### src/rtl/tff_pkg.sv
// Shared types and op helpers for the toggle flip-flop bank arbiter.
package tff_pkg;

  typedef enum logic [1:0] {
    TOGGLE = 2'b00,
    CLEAR  = 2'b01,
    SET    = 2'b10,
    READ   = 2'b11
  } op_t;

  typedef enum logic [1:0] {
    IDLE = 2'b00,
    EXEC = 2'b01,
    ACK  = 2'b10
  } state_t;

  localparam logic [1:0] OP_TOGGLE = 2'b00;
  localparam logic [1:0] OP_CLEAR  = 2'b01;
  localparam logic [1:0] OP_SET    = 2'b10;
  localparam logic [1:0] OP_READ   = 2'b11;

  // Value a bit holds after the op is applied to its current value.
  function automatic logic apply_op(input op_t op, input logic cur);
    logic nxt;
    case (op)
      TOGGLE:  nxt = ~cur;
      CLEAR:   nxt = 1'b0;
      SET:     nxt = 1'b1;
      READ:    nxt = cur;
      default: nxt = cur;
    endcase
    return nxt;
  endfunction

endpackage

### src/rtl/tff_cell.sv
// One T flip-flop of the bank with clear/set strobes.
// Priority: reset > clr > set > t.
module tff_cell (
  input  logic clk,
  input  logic reset,
  input  logic t,
  input  logic clr,
  input  logic set,
  output logic q,
  output logic qb
);

  logic q_r;

  // Bit state register; a toggle inverts the held value.
  always_ff @(posedge clk) begin
    if (reset) begin
      q_r <= 1'b0;
    end else if (clr) begin
      q_r <= 1'b0;
    end else if (set) begin
      q_r <= 1'b1;
    end else if (t) begin
      q_r <= ~q_r;
    end else begin
      q_r <= q_r;
    end
  end

  assign q  = q_r;
  assign qb = ~q_r;

endmodule

### src/rtl/tff_bank_arbiter.sv
// Round-robin arbiter sharing a bank of T flip-flops between NREQ requesters.
// One op per three cycles: IDLE (grant) -> EXEC (apply, ack) -> ACK (release).
module tff_bank_arbiter
  import tff_pkg::*;
#(
  parameter int NREQ  = 4,
  parameter int NBITS = 8,
  parameter int IDXW  = $clog2(NBITS)
) (
  input  logic                   clk,
  input  logic                   reset,
  input  logic [NREQ-1:0]        req,
  input  logic [2*NREQ-1:0]      req_op,
  input  logic [IDXW*NREQ-1:0]   req_idx,
  output logic [NREQ-1:0]        gnt,
  output logic [NREQ-1:0]        ack,
  output logic                   rdata,
  output logic                   err,
  output logic                   busy,
  output logic [NBITS-1:0]       q,
  output logic [NBITS-1:0]       qb
);

  localparam int RIDW = $clog2(NREQ);

  state_t            state_r;
  state_t            state_nxt_s;
  logic [RIDW-1:0]   rr_ptr_r;
  logic [RIDW-1:0]   rr_nxt_s;
  logic [RIDW-1:0]   win_r;
  logic [1:0]        op_r;
  logic [IDXW-1:0]   idx_r;
  logic [NREQ-1:0]   gnt_r;
  logic [NREQ-1:0]   ack_r;
  logic              rdata_r;
  logic              err_r;
  logic              busy_r;

  logic              win_found_s;
  logic [RIDW-1:0]   win_id_s;
  logic [RIDW-1:0]   cand_s;
  logic [1:0]        sel_op_s;
  logic [IDXW-1:0]   sel_idx_s;
  logic              ld_s;
  logic [NREQ-1:0]   gnt_nxt_s;
  logic [NREQ-1:0]   ack_nxt_s;
  logic              rdata_nxt_s;
  logic              err_nxt_s;

  logic              idx_ok_s;
  logic              cur_bit_s;
  logic [NBITS-1:0]  t_s;
  logic [NBITS-1:0]  clr_s;
  logic [NBITS-1:0]  set_s;
  logic [NBITS-1:0]  q_s;
  logic [NBITS-1:0]  qb_s;

  // Round-robin pick: first active request at or after rr_ptr, wrapping.
  always_comb begin
    win_found_s = 1'b0;
    win_id_s    = '0;
    cand_s      = '0;
    for (int k = 0; k < NREQ; k++) begin
      cand_s = RIDW'((int'(rr_ptr_r) + k) % NREQ);
      if (!win_found_s && req[cand_s]) begin
        win_found_s = 1'b1;
        win_id_s    = cand_s;
      end else begin
        win_found_s = win_found_s;
      end
    end
  end

  // Select the winner's op and index slices.
  always_comb begin
    sel_op_s  = 2'b00;
    sel_idx_s = '0;
    for (int r = 0; r < NREQ; r++) begin
      if (win_id_s == RIDW'(r)) begin
        sel_op_s  = req_op[2*r +: 2];
        sel_idx_s = req_idx[IDXW*r +: IDXW];
      end else begin
        sel_op_s  = sel_op_s;
      end
    end
  end

  assign idx_ok_s = ({1'b0, idx_r} < (IDXW+1)'(NBITS));

  // Decode the latched op into a single one-cycle strobe on the target cell.
  always_comb begin
    t_s       = '0;
    clr_s     = '0;
    set_s     = '0;
    cur_bit_s = 1'b0;
    for (int i = 0; i < NBITS; i++) begin
      if (idx_r == IDXW'(i)) begin
        cur_bit_s = q_s[i];
        if (state_r == EXEC) begin
          t_s[i]   = (op_r == OP_TOGGLE);
          clr_s[i] = (op_r == OP_CLEAR);
          set_s[i] = (op_r == OP_SET);
        end else begin
          t_s[i]   = 1'b0;
        end
      end else begin
        t_s[i] = 1'b0;
      end
    end
  end

  for (genvar g = 0; g < NBITS; g++) begin : g_bank
    tff_cell u_cell (
      .clk   (clk),
      .reset (reset),
      .t     (t_s[g]),
      .clr   (clr_s[g]),
      .set   (set_s[g]),
      .q     (q_s[g]),
      .qb    (qb_s[g])
    );
  end

  // FSM state register.
  always_ff @(posedge clk) begin
    if (reset) begin
      state_r <= IDLE;
    end else begin
      state_r <= state_nxt_s;
    end
  end

  // FSM next-state logic; req is only looked at in IDLE.
  always_comb begin
    state_nxt_s = state_r;
    case (state_r)
      IDLE: begin
        if (win_found_s) begin
          state_nxt_s = EXEC;
        end else begin
          state_nxt_s = IDLE;
        end
      end
      EXEC:    state_nxt_s = ACK;
      ACK:     state_nxt_s = IDLE;
      default: state_nxt_s = IDLE;
    endcase
  end

  // FSM output logic: next values for the registered handshake and result.
  always_comb begin
    gnt_nxt_s   = gnt_r;
    ack_nxt_s   = '0;
    rdata_nxt_s = rdata_r;
    err_nxt_s   = err_r;
    rr_nxt_s    = rr_ptr_r;
    ld_s        = 1'b0;
    case (state_r)
      IDLE: begin
        if (win_found_s) begin
          gnt_nxt_s = {{(NREQ-1){1'b0}}, 1'b1} << win_id_s;
          ld_s      = 1'b1;
        end else begin
          gnt_nxt_s = '0;
        end
      end
      EXEC: begin
        ack_nxt_s   = {{(NREQ-1){1'b0}}, 1'b1} << win_r;
        rdata_nxt_s = idx_ok_s ? apply_op(op_t'(op_r), cur_bit_s) : 1'b0;
        err_nxt_s   = ~idx_ok_s;
        rr_nxt_s    = (win_r == RIDW'(NREQ-1)) ? RIDW'(0) : win_r + RIDW'(1);
      end
      ACK: begin
        gnt_nxt_s = '0;
        ack_nxt_s = '0;
      end
      default: begin
        gnt_nxt_s = '0;
        ack_nxt_s = '0;
      end
    endcase
  end

  // Handshake, result and transaction-latch registers.
  always_ff @(posedge clk) begin
    if (reset) begin
      gnt_r    <= '0;
      ack_r    <= '0;
      rdata_r  <= 1'b0;
      err_r    <= 1'b0;
      busy_r   <= 1'b0;
      rr_ptr_r <= '0;
      win_r    <= '0;
      op_r     <= 2'b00;
      idx_r    <= '0;
    end else begin
      gnt_r    <= gnt_nxt_s;
      ack_r    <= ack_nxt_s;
      rdata_r  <= rdata_nxt_s;
      err_r    <= err_nxt_s;
      busy_r   <= (state_nxt_s != IDLE);
      rr_ptr_r <= rr_nxt_s;
      if (ld_s) begin
        win_r <= win_id_s;
        op_r  <= sel_op_s;
        idx_r <= sel_idx_s;
      end else begin
        win_r <= win_r;
        op_r  <= op_r;
        idx_r <= idx_r;
      end
    end
  end

  assign gnt   = gnt_r;
  assign ack   = ack_r;
  assign rdata = rdata_r;
  assign err   = err_r;
  assign busy  = busy_r;
  assign q     = q_s;
  assign qb    = qb_s;

endmodule

### config.mk
export PLATFORM = sky130hd
export DESIGN_NAME = tff_bank_arbiter
export DESIGN_NICKNAME = d
export VERILOG_FILES = /design/src/rtl/tff_pkg.sv /design/src/rtl/tff_cell.sv /design/src/rtl/tff_bank_arbiter.sv
export SDC_FILE = /design/constraint.sdc
export NUM_CORES = 1
export LEC_CHECK = 0
export BUFFER_PORTS_ARGS = -buffer_cell sky130_fd_sc_hd__buf_4
export CAP_MARGIN = 5
export CORE_MARGIN = 4
export CORE_UTILIZATION = 25
export CTS_CLUSTER_SIZE = 20
export DETAILED_ROUTE_END_ITERATION = 16
export GPL_TIMING_DRIVEN = 0
export PLACE_DENSITY_LB_ADDON = 0.05
export REMOVE_ABC_BUFFERS = 1
export SYNTH_ARGS = -nofsm -noshare
export SYNTH_HDL_FRONTEND = slang
export SYNTH_SLANG_ARGS = --single-unit
export TNS_END_PERCENT = 50
### constraint.sdc
create_clock -name clk -period 1.8 [get_ports clk]
set_input_delay 0.18 -clock clk [delete_from_list [all_inputs] [get_ports clk]]
set_output_delay 0.18 -clock clk [all_outputs]
set_load 0.01 [all_outputs]
==> results of run 1 <==
-- per-layer routing --
metal	routed length [um]	GRT usage	part of all wire
met1	1730	0.137	0.45
met2	1830	0.181	0.48
met3	218	0.0409	0.057
met4	58	0.0382	0.015
met5	0	0	0
-- power breakdown --
group	total [mW]	switching [mW]	internal (mW)
Sequential	0.750	0.0577	0.692
Combinational	0.331	0.167	0.164
Clock	0.541	0.238	0.303
-- through the flow --
step	worst slack (ns)	util	hold slack [ns]	total power, mW	instances
after floorplan	0.263	-	0.242	0.942	149
after global placement	0.0507	0.304	0.450	1.09	275
after detailed placement	0.0514	0.304	0.451	1.10	275
after CTS	0.0288	0.319	0.206	1.65	282
after global routing	0.00132	0.319	0.236	1.71	282
final	0.0976	0.319	0.203	1.62	282
-- cells by family after synthesis --
| group | count (synthesis) |
|---|---|
| AO/OA/AOI/OAI | 38 |
| adder cells (fa/ha/maj) | 1 |
| buffers and inverters | 40 |
| flip-flops | 29 |
| multiplexers | 14 |
| other | 1 |
| AND/OR/NAND/NOR | 52 |
-- critical path, cell delays in order (launching register included) --
cell and delay (ns):
dfxtp_1 0.54, mux4_2 0.56, mux2i_1 0.19, mux2i_1 0.21, a21oi_1 0.08
-- area by class of cell --
| cell class | count | area (um^2) |
|---|---|---|
| fillers | 652 | 4050 |
| multi-input cells | 106 | 706 |
| flip-flops and latches | 29 | 581 |
| repair buffers | 51 | 383 |
| well taps | 75 | 93.8 |
| clock buffers | 7 | 86.3 |
| inverters | 14 | 52.6 |
-- worst paths after layout --
path | from | end | slack [ns]
max | idx_r[1] | rdata | 0.1
min | req_op[7] | op_r[1] | 0.20
max reg2reg | idx_r[1] | rdata | 0.1
min reg2reg | gnt[1] | gnt[1] | 0.46
-- cell usage in the layout, fill, tap and decap left out, drive strengths merged --
cell	instances
a211o	1
a21oi	15
a311o	1
a311oi	2
a32oi	2
and3	1
buf	51
clkbuf	7
conb	1
dfxtp	29
ha	1
inv	14
mux2i	12
mux4	2
nand2	11
nand2b	5
nand3	6
nand3b	1
nor2	11
nor2b	1
nor3	3
nor3b	2
nor4	1
nor4b	1
o21a	1
o21ai	7
o221ai	5
o22ai	1
o311a	2
o31ai	1
or3	9
-- flip-flops by register name, summed over array words and instances (netlist names) --
register / count
op_r: 2
gnt: 4
win_r: 2
busy: 1
rr_ptr_r: 2
rdata: 1
idx_r: 3
ack: 4
state_r: 2
g_bank.u_cell.q: 8
==> metrics.md, run 1 <==
| Metric | Value |
|---|---|
| Status | `completed` |
| Post-synthesis simple-gate area fraction | `0.173` |
| Adder-Cell Fraction of Synth Area | `0.00810` |
| Die area | `around 0.0075 mm^2` |
| # resized after CTS | `0` |
| Top post-synthesis cells by area | `dfxtp_1 (38%), buf_4 (8.3%), mux2i_1 (7.8%), a21oi_1 (4.5%), or3_1 (3.6%)` |
| Die Span Y | `just under 90 um` |
| Setup tns final | `0 ns` |
| Worst Skew | `between 0.002 and 0.003 ns` |
| Leading area contributor after synthesis | `dfxtp_1` |
| First-pass GRT wire length | `approximately 6500 um` |
| Max IR drop VDD | `~290 uV` |
| Ant diodes | `0` |
| CP Data Arrival Time | `approximately 1.9 ns` |
| CTS Buffer Depth | `2` |
| Core ar. | `0.00596 mm^2` |
| CP Max Fanout | `9` |
| Sink Count | `29` |
| Layout overhead on the synthesized area | `23.2%` |
| Syn avg cell area | `approximately 8.8 um^2` |
| Port bufs | `51` |
| Max-slew violation count | `0` |
| Synth warnings | `0` |
| Root buffer cell | `clkbuf_8` |
| Hpwl dp | `2910 um` |
| Die W | `~87 um` |
| Register bit total from synthesis | `29` |
| Initial Util | `0.259` |
| Mux share of post-synthesis cell area | `0.107` |
| DR iter-0 viols | `74` |
| Reg clk slew, reported paths | `~0.060 ns` |
| Drt first pass iters | `4` |
| Routed WL per cell | `roughly 14 um` |
| H-tree Lvls | `2` |
| Min cycle time layout | `approximately 1.7 ns` |
| Cell with the most instances after synthesis | `dfxtp_1` |
| Placed Area | `around 0.0018 mm^2` |
| Post-Synthesis Cells | `approximately 180` |
| Achievable clock frequency | `~0.59 GHz` |
| Tot GR Track Use | `0.112` |
| Post-synth EDFFs | `0` |
| DRC viols | `0` |
| Row cnt | `28` |
| Reg2Reg Depth | `4` |
| Area share of the largest cell type after synthesis | `0.376` |
| Synth async-reset ratio | `0` |
| Routed vias | `about 1,300` |
| Final WL | `~3800 um` |
| Fin crit share | `0.946` |
| Post-route cell area | `around 0.0019 mm^2` |
| Gpl congestion | `roughly 0.7` |
| Crit end category | `flip-flop` |
| Leak Pwr | `0.803 nW` |
| Hold Path Class | `in2reg` |
| Vias in the first global route | `1,334` |
| Data required, critical path | `1.95 ns` |
| Post-CTS setup buffers | `0` |
| Register area share after synthesis | `0.376` |
| Netlist cell types | `37` |
| Crit path launch type | `flip-flop` |
| Unrepaired setup endpoints after global routing | `no` |
| Commonest cells post-synth | `dfxtp_1 (29), buf_4 (17), a21oi_1 (14), inv_1 (14), mux2i_1 (12)` |
| Cell Area, Synth | `roughly 0.0015 mm^2` |
| XOR/XNOR Fraction of Synth Area | `0` |
| Routed vias/inst | `about 4.7` |
| Post-synthesis compound-gate area fraction | `0.165` |
| Share of cells above drive strength 1 | `0.304` |
| Initial antenna violation count | `0` |
| Largest net degree at the start of global routing | `21` |
| Endpoints failing hold | `0` |
| P per Cell Area | `852 mW/mm^2` |
| Nets | `234` |
| Synth Flop Type | `dfxtp_1` |
| Min-Delay Path Depth | `3` |
| Cts hold-fix bufs | `0` |
| CTS tree | `done` |
| Antenna viol nets, final | `0` |
| Grt total ovfl | `0` |
| Max cap viols | `0` |
| Final Setup Violations | `0` |
| Inserted Clock Buffers | `5` |
| WS Path Type | `reg2reg` |
| Largest family of logic cells by synthesized area | `simple AND/OR/NAND/NOR gates` |
| I/O pin count | `53` |
| Latest clock arrival within the worst-skew pair | `around 0.28 ns` |
(Power assumes the default switching activity.)
==> run 2, diff against run 1 <==
- CORE_MARGIN: 4 -> 2
==> run 2 against run 1 <==
Clock power down 8.5%; sequential cell count unchanged; clock-buffer cell count up 1; cell area down 0.33%; hold slack better by 0.015 ns; cell count up 0.35%; sequential share of layout area up 0.10 points; register-to-register slack better by 0.03 ns.
==> metrics.md, run 2 (synthesis gave the netlist of run 1 again) <==
| Metric | Value |
|---|---|
| Most common cell after layout, fill and taps aside | `buf_4` |
| Sw Share | `0.283 (-0.00197)` |
| I/O pin count | `53 (unchanged)` |
| Clock share of power | `0.314 (-0.020)` |
| Endpoints failing hold | `0 (unchanged)` |
| Setup tns final | `0 ns (unchanged)` |
| Leak Pwr | `0.799 nW (-0.60%)` |
| Max IR drop VDD | `248 uV (-14%)` |
| Highest-count cells in the layout ignoring fill and taps | `buf_4 (51), dfxtp_1 (29), inv_1 (14), a21oi_1 (14), mux2i_1 (12)` |
| Gpl congestion | `0.736 (+5.3%)` |
| Sink Count | `29 (unchanged)` |
| Post-CTS setup buffers | `0 (unchanged)` |
| CTS Buffer Depth | `2 (unchanged)` |
| Routed WL per cell | `13.0 um (-4.4%)` |
| CP Max Fanout | `9 (unchanged)` |
| Final WL | `3680 um (-4.1%)` |
| Ant diodes | `0 (unchanged)` |
| Worst Skew | `0.000889 ns (-0.00179 ns)` |
| Vias in the first global route | `1,255 (-5.9%)` |
| P per Cell Area | `832 mW/mm^2 (-2.4%)` |
| Inserted Clock Buffers | `5 (unchanged)` |
| CP Cell Sequence | `mux4_2, mux2i_1, mux2i_1, a21oi_1` |
| H-tree Lvls | `2 (unchanged)` |
| Achievable clock frequency | `0.597 GHz (+1.6%)` |
| Data required, critical path | `1.94 ns (about the same)` |
| Hpwl dp | `2800 um (-3.8%)` |
| Crit end category | `flip-flop` |
| Routed vias/inst | `4.67 (+0.41%)` |
| Design Power | `1.58 mW (-2.7%)` |
| Unrepaired setup endpoints after global routing | `no` |
| Cts hold-fix bufs | `0 (unchanged)` |
| Initial antenna violation count | `0 (unchanged)` |
| Grt total ovfl | `0 (unchanged)` |
| Row cnt | `28 (unchanged)` |
| Cell internal pwr | `1.13 mW (-2.5%)` |
| CTS tree | `done` |
| Max-slew violation count | `0 (unchanged)` |
| Max reg flops | `8 (unchanged)` |
| Latest clock arrival within the worst-skew pair | `0.27 ns (about the same)` |
| Fillcell total | `661 (+1.4%)` |
| Cell mode on critical path | `mux2i_1` |
| DP Worst Slack | `0.0833 ns (+0.0319 ns)` |
| Nets | `234 (unchanged)` |
| First-pass GRT wire length | `5840 um (-11%)` |
| Status | `completed` |
| DRC viols | `0 (unchanged)` |
| Initial Util | `0.259 (unchanged)` |
| Post-route cell area | `0.00190 mm^2 (-0.33%)` |
| Routed vias | `1,323 (+0.76%)` |
| Seq pwr share | `0.476 (+0.014)` |
| Reg clk slew, reported paths | `0.06 ns (about the same)` |
| Drt first pass iters | `4 (unchanged)` |
| Final WS setup | `0.124 ns (+0.0265 ns)` |
| Root buffer cell | `clkbuf_8` |
| Min cycle time layout | `1.68 ns (-0.0265 ns)` |
| Crit-path max cell delay | `0.55 ns (about the same)` |
| Placed insts | `275 (unchanged)` |
| Combinational Power Share | `0.210 (+0.006)` |
| CP max-delay cell | `mux4_2` |
| Fin crit share | `0.931 (-0.0147)` |
| Die W | `82.6 um (-4.6%)` |
| Antenna viol nets, final | `0 (unchanged)` |
| Die area | `0.00682 mm^2 (-9.0%)` |
| Hold Path Class | `in2reg` |
| Max cap viols | `0 (unchanged)` |
| R2R Setup Slk | `0.12 ns (+0.03 ns)` |
| Largest net degree at the start of global routing | `21 (unchanged)` |
| Crit path launch type | `flip-flop` |
| Core ar. | `0.00596 mm^2 (unchanged)` |
| DR iter-0 viols | `92 (+24%)` |
| WS Path Type | `reg2reg` |
| Switching power | `0.447 mW (-3.4%)` |
| Die Span Y | `82.6 um (-4.6%)` |
| Port bufs | `51 (unchanged)` |
| Final Setup Violations | `0 (unchanged)` |
| Layout overhead on the synthesized area | `22.8%` |
| Tot GR Track Use | `0.112 (about the same)` |
| CP Data Arrival Time | `1.82 ns (-0.04 ns)` |
| Final Non-Filler Cells | `283 (+0.35%)` |
| Share of cells above drive strength 1 | `0.298 (-0.00627)` |
| Placed Area | `0.00181 mm^2 (unchanged)` |
## run 2: cell type report
type | count | area, um^2 | share of cell area
well taps | 75 | 93.8 | 0.0495
repair buffers | 51 | 383 | 0.202
multi-input cells | 106 | 706 | 0.372
inverters | 14 | 52.6 | 0.0277
clock buffers | 8 | 80.1 | 0.0422
flip-flops and latches | 29 | 581 | 0.306
## run 2: layer usage
layer	vias up	global-route usage	part of all wire	wire length, um
met2	55	0.181	0.47	1720
met5	-	0	0	0
met3	5	0.0272	0.060	219
met1	604	0.143	0.46	1700
met4	0	0.0443	0.011	42
li1	659	-	-	-
## run 2: power by group through the flow
stage	clock [mW]	combinational [mW]	sequential, mW
6_report	0.495	0.331	0.751
5_1_grt	0.544	0.370	0.759
4_1_cts	0.519	0.334	0.751
3_5_place_dp	0	0.334	0.764
3_3_place_gp	0	0.331	0.762
2_1_floorplan	0	0.185	0.757
## run 2: worst paths after layout
kind	to	depth (start not counted)	startpoint
worst max-delay path	rdata	4	idx_r[1]
worst min-delay path	op_r[1]	3	req_op[7]
worst max register to register	rdata	4	idx_r[1]
worst min register to register	gnt[1]	2	gnt[1]
## run 2: timing repair
item                                    in CTS  in global routing
resized for setup                            0                  1
endpoints found under the hold margin        0                  0
endpoints found under the setup margin       0                  3
## run 2: critical path: cells and delay by family (launching register included)
family             cells  cell delay (ns)
muxes                  3             0.95
DFF                    1             0.53
AOI/OAI and AO/OA      1             0.08
## run 2: stage by stage
stage,utilization,hold slack [ns]
floorplan,-,0.242
global placement,0.304,0.451
detailed placement,0.304,0.462
CTS,0.318,0.222
global route,0.318,0.246
finish,0.318,0.219
==> run 3, diff against run 2 <==
- PLACE_DENSITY_LB_ADDON: 0.05 -> 0.15
==> run 3 against run 2 <==
Clock skew increased by 0.0022 ns; register-to-register slack about the same; sequential share of layout area decreased by 0.10 points; largest power group unchanged; highest routed layer unchanged.
==> metrics.md, run 3 (synthesis gave the netlist of run 1 again) <==
| Metric | Value |
|---|---|
| Final WL | `3540 um (-3.8%)` |
| Layout overhead on the synthesized area | `23.2%` |
| Routed vias/inst | `4.57 (-2.3%)` |
| Gpl congestion | `0.706 (-4.0%)` |
| Reg clk slew, reported paths | `0.06 ns (about the same)` |
| First-pass GRT wire length | `5690 um (-2.5%)` |
| Max-slew violation count | `0 (unchanged)` |
| Routed WL per cell | `12.5 um (-3.5%)` |
| Max IR drop VDD | `331 uV (+33%)` |
| RR Endpoint | `rdata` |
| Unrepaired setup endpoints after global routing | `no` |
| Core ar. | `0.00596 mm^2 (unchanged)` |
| Die Span Y | `82.6 um (unchanged)` |
| WS Path Type | `reg2reg` |
| Status | `completed` |
| Crit path launch type | `flip-flop` |
| Initial antenna violation count | `0 (unchanged)` |
| H-tree Lvls | `2 (unchanged)` |
| Hpwl dp | `2650 um (-5.3%)` |
| Endpoints failing hold | `0 (unchanged)` |
| Vias in the first global route | `1,227 (-2.2%)` |
| CP Max Fanout | `9 (unchanged)` |
| Tot GR Track Use | `0.111 (-0.00121)` |
| Final WS setup | `0.117 ns (-0.00697 ns)` |
| Design Power | `1.61 mW (+2.0%)` |
| DR iter-0 viols | `87 (-5.4%)` |
| Data required, critical path | `1.95 ns (about the same)` |
| Sink Count | `29 (unchanged)` |
| Max reg flops | `8 (unchanged)` |
| Hold Path Class | `in2reg` |
| Share of cells above drive strength 1 | `0.304 (+0.00627)` |
| Crit end category | `flip-flop` |
| I/O pin count | `53 (unchanged)` |
| CTS tree | `done` |
| Setup tns final | `0 ns (unchanged)` |
| Min cycle time layout | `1.68 ns (+0.00697 ns)` |
| Placed insts | `275 (unchanged)` |
| Ant diodes | `0 (unchanged)` |
| CTS Buffer Depth | `2 (unchanged)` |
| Relative slew slack | `0.666` |
| Largest net degree at the start of global routing | `21 (unchanged)` |
| Multi-input logic area | `706 um^2 (unchanged)` |
| Routed vias | `1,288 (-2.6%)` |
| Nets | `234 (unchanged)` |
| Worst slew pin tran | `between 0.4 and 0.5 ns` |
| Post-CTS setup buffers | `0 (unchanged)` |
| Cts hold-fix bufs | `0 (unchanged)` |
| Most common cell after layout, fill and taps aside | `buf_4` |
| Row cnt | `28 (unchanged)` |
| Fillcell total | `638 (-3.5%)` |
| Leak Pwr | `0.803 nW (+0.60%)` |
| Min-Delay Endpoint | `op_r[1]` |
| Root buffer cell | `clkbuf_8` |
| Worst Skew | `0.00312 ns (+0.00223 ns)` |
| Achievable clock frequency | `0.594 GHz (-0.41%)` |
| Final Setup Violations | `0 (unchanged)` |
| Worst hold start | `req_op[7]` |
| Die area | `0.00682 mm^2 (unchanged)` |
| P per Cell Area | `846 mW/mm^2 (+1.7%)` |
| DRC viols | `0 (unchanged)` |
| Highest-count cells in the layout ignoring fill and taps | `buf_4 (51), dfxtp_1 (29), inv_1 (14), a21oi_1 (14), mux2i_1 (12)` |
| Seq. cell area | `581 um^2 (unchanged)` |
| Inserted Clock Buffers | `5 (unchanged)` |
| Initial Util | `0.259 (unchanged)` |
| Final Non-Filler Cells | `282 (-0.35%)` |
| Reg2Reg Depth | `4 (unchanged)` |
| Latest clock arrival within the worst-skew pair | `0.28 ns (about the same)` |
| Fin crit share | `0.935 (+0.00387)` |
| CP Data Arrival Time | `1.83 ns (about the same)` |
| Min-Delay Path Depth | `3 (unchanged)` |
| Die W | `82.6 um (unchanged)` |
| Port bufs | `51 (unchanged)` |
| DP Worst Slack | `0.0796 ns (-0.00364 ns)` |
| Antenna viol nets, final | `0 (unchanged)` |
| Reg2Reg Launch Point | `idx_r[1]` |
| Grt total ovfl | `0 (unchanged)` |
| Drt first pass iters | `4 (unchanged)` |
| Max cap viols | `0 (unchanged)` |
| R2R Setup Slk | `0.12 ns (about the same)` |
==> run 3: changes by cell type in the layout (fill, tap and decap cells not counted) <==
| cell | before | now |
|---|---|---|
| clkbuf_1 | 3 | 1 |
| clkbuf_8 | 5 | 6 |
==> run 3: layer usage <==
layer  routed length, um  up-vias  part of all wire  global-route usage
met5                   0        -                 0                   0
met4                  72        0             0.020              0.0508
met3                 163        8             0.046              0.0293
met2                1720       31              0.48               0.177
met1                1590      581              0.45               0.138
li1                    -      668                 -                   -
==> run 3: report_power, final <==
group          internal, mW  switching [mW]
sequential            0.692          0.0576
combinational         0.164           0.165
clock                 0.302           0.228
total                  1.16           0.450
==> run 3: what timing repair did <==
item | 4_1_cts | 5_1_grt
setup endpoints to repair | 0 | 3
resized for setup | 0 | 1
endpoints found under the hold margin | 0 | 0
==> run 3: stage by stage <==
stage	hold slack (ns)	cell area, um^2	util
after global placement	0.464	1810	0.304
final	0.211	1900	0.319
after CTS	0.215	1900	0.319
after detailed placement	0.463	1810	0.304
after floorplan	0.242	1340	-
after global routing	0.226	1900	0.319
==> run 3: worst max-delay path by stage <==
stage	slack, ns	end	start
6_report	0.12	rdata	idx_r[1]
3_3_place_gp	0.08	g_bank[5].u_cell.q	state_r[0]
5_1_grt	0.01	op_r[1]	rr_ptr_r[1]
2_1_floorplan	0.26	rdata	idx_r[1]
3_5_place_dp	0.08	rdata	idx_r[1]
4_1_cts	0.07	g_bank[5].u_cell.q	state_r[0]
==> run 3: worst max-delay path, stage by stage, from the launching register on <==
cell	delay, ns
dfxtp_1	0.54
mux4_2	0.55
mux2i_1	0.19
mux2i_1	0.20
a21oi_1	0.08
==> run 3: layout make-up <==
type	count	area share
Sequential cell	29	0.305
Clock buffer	7	0.0454
Timing Repair Buffer	51	0.201
Multi-Input combinational cell	106	0.371
Inverter	14	0.0276
Tap cell	75	0.0493
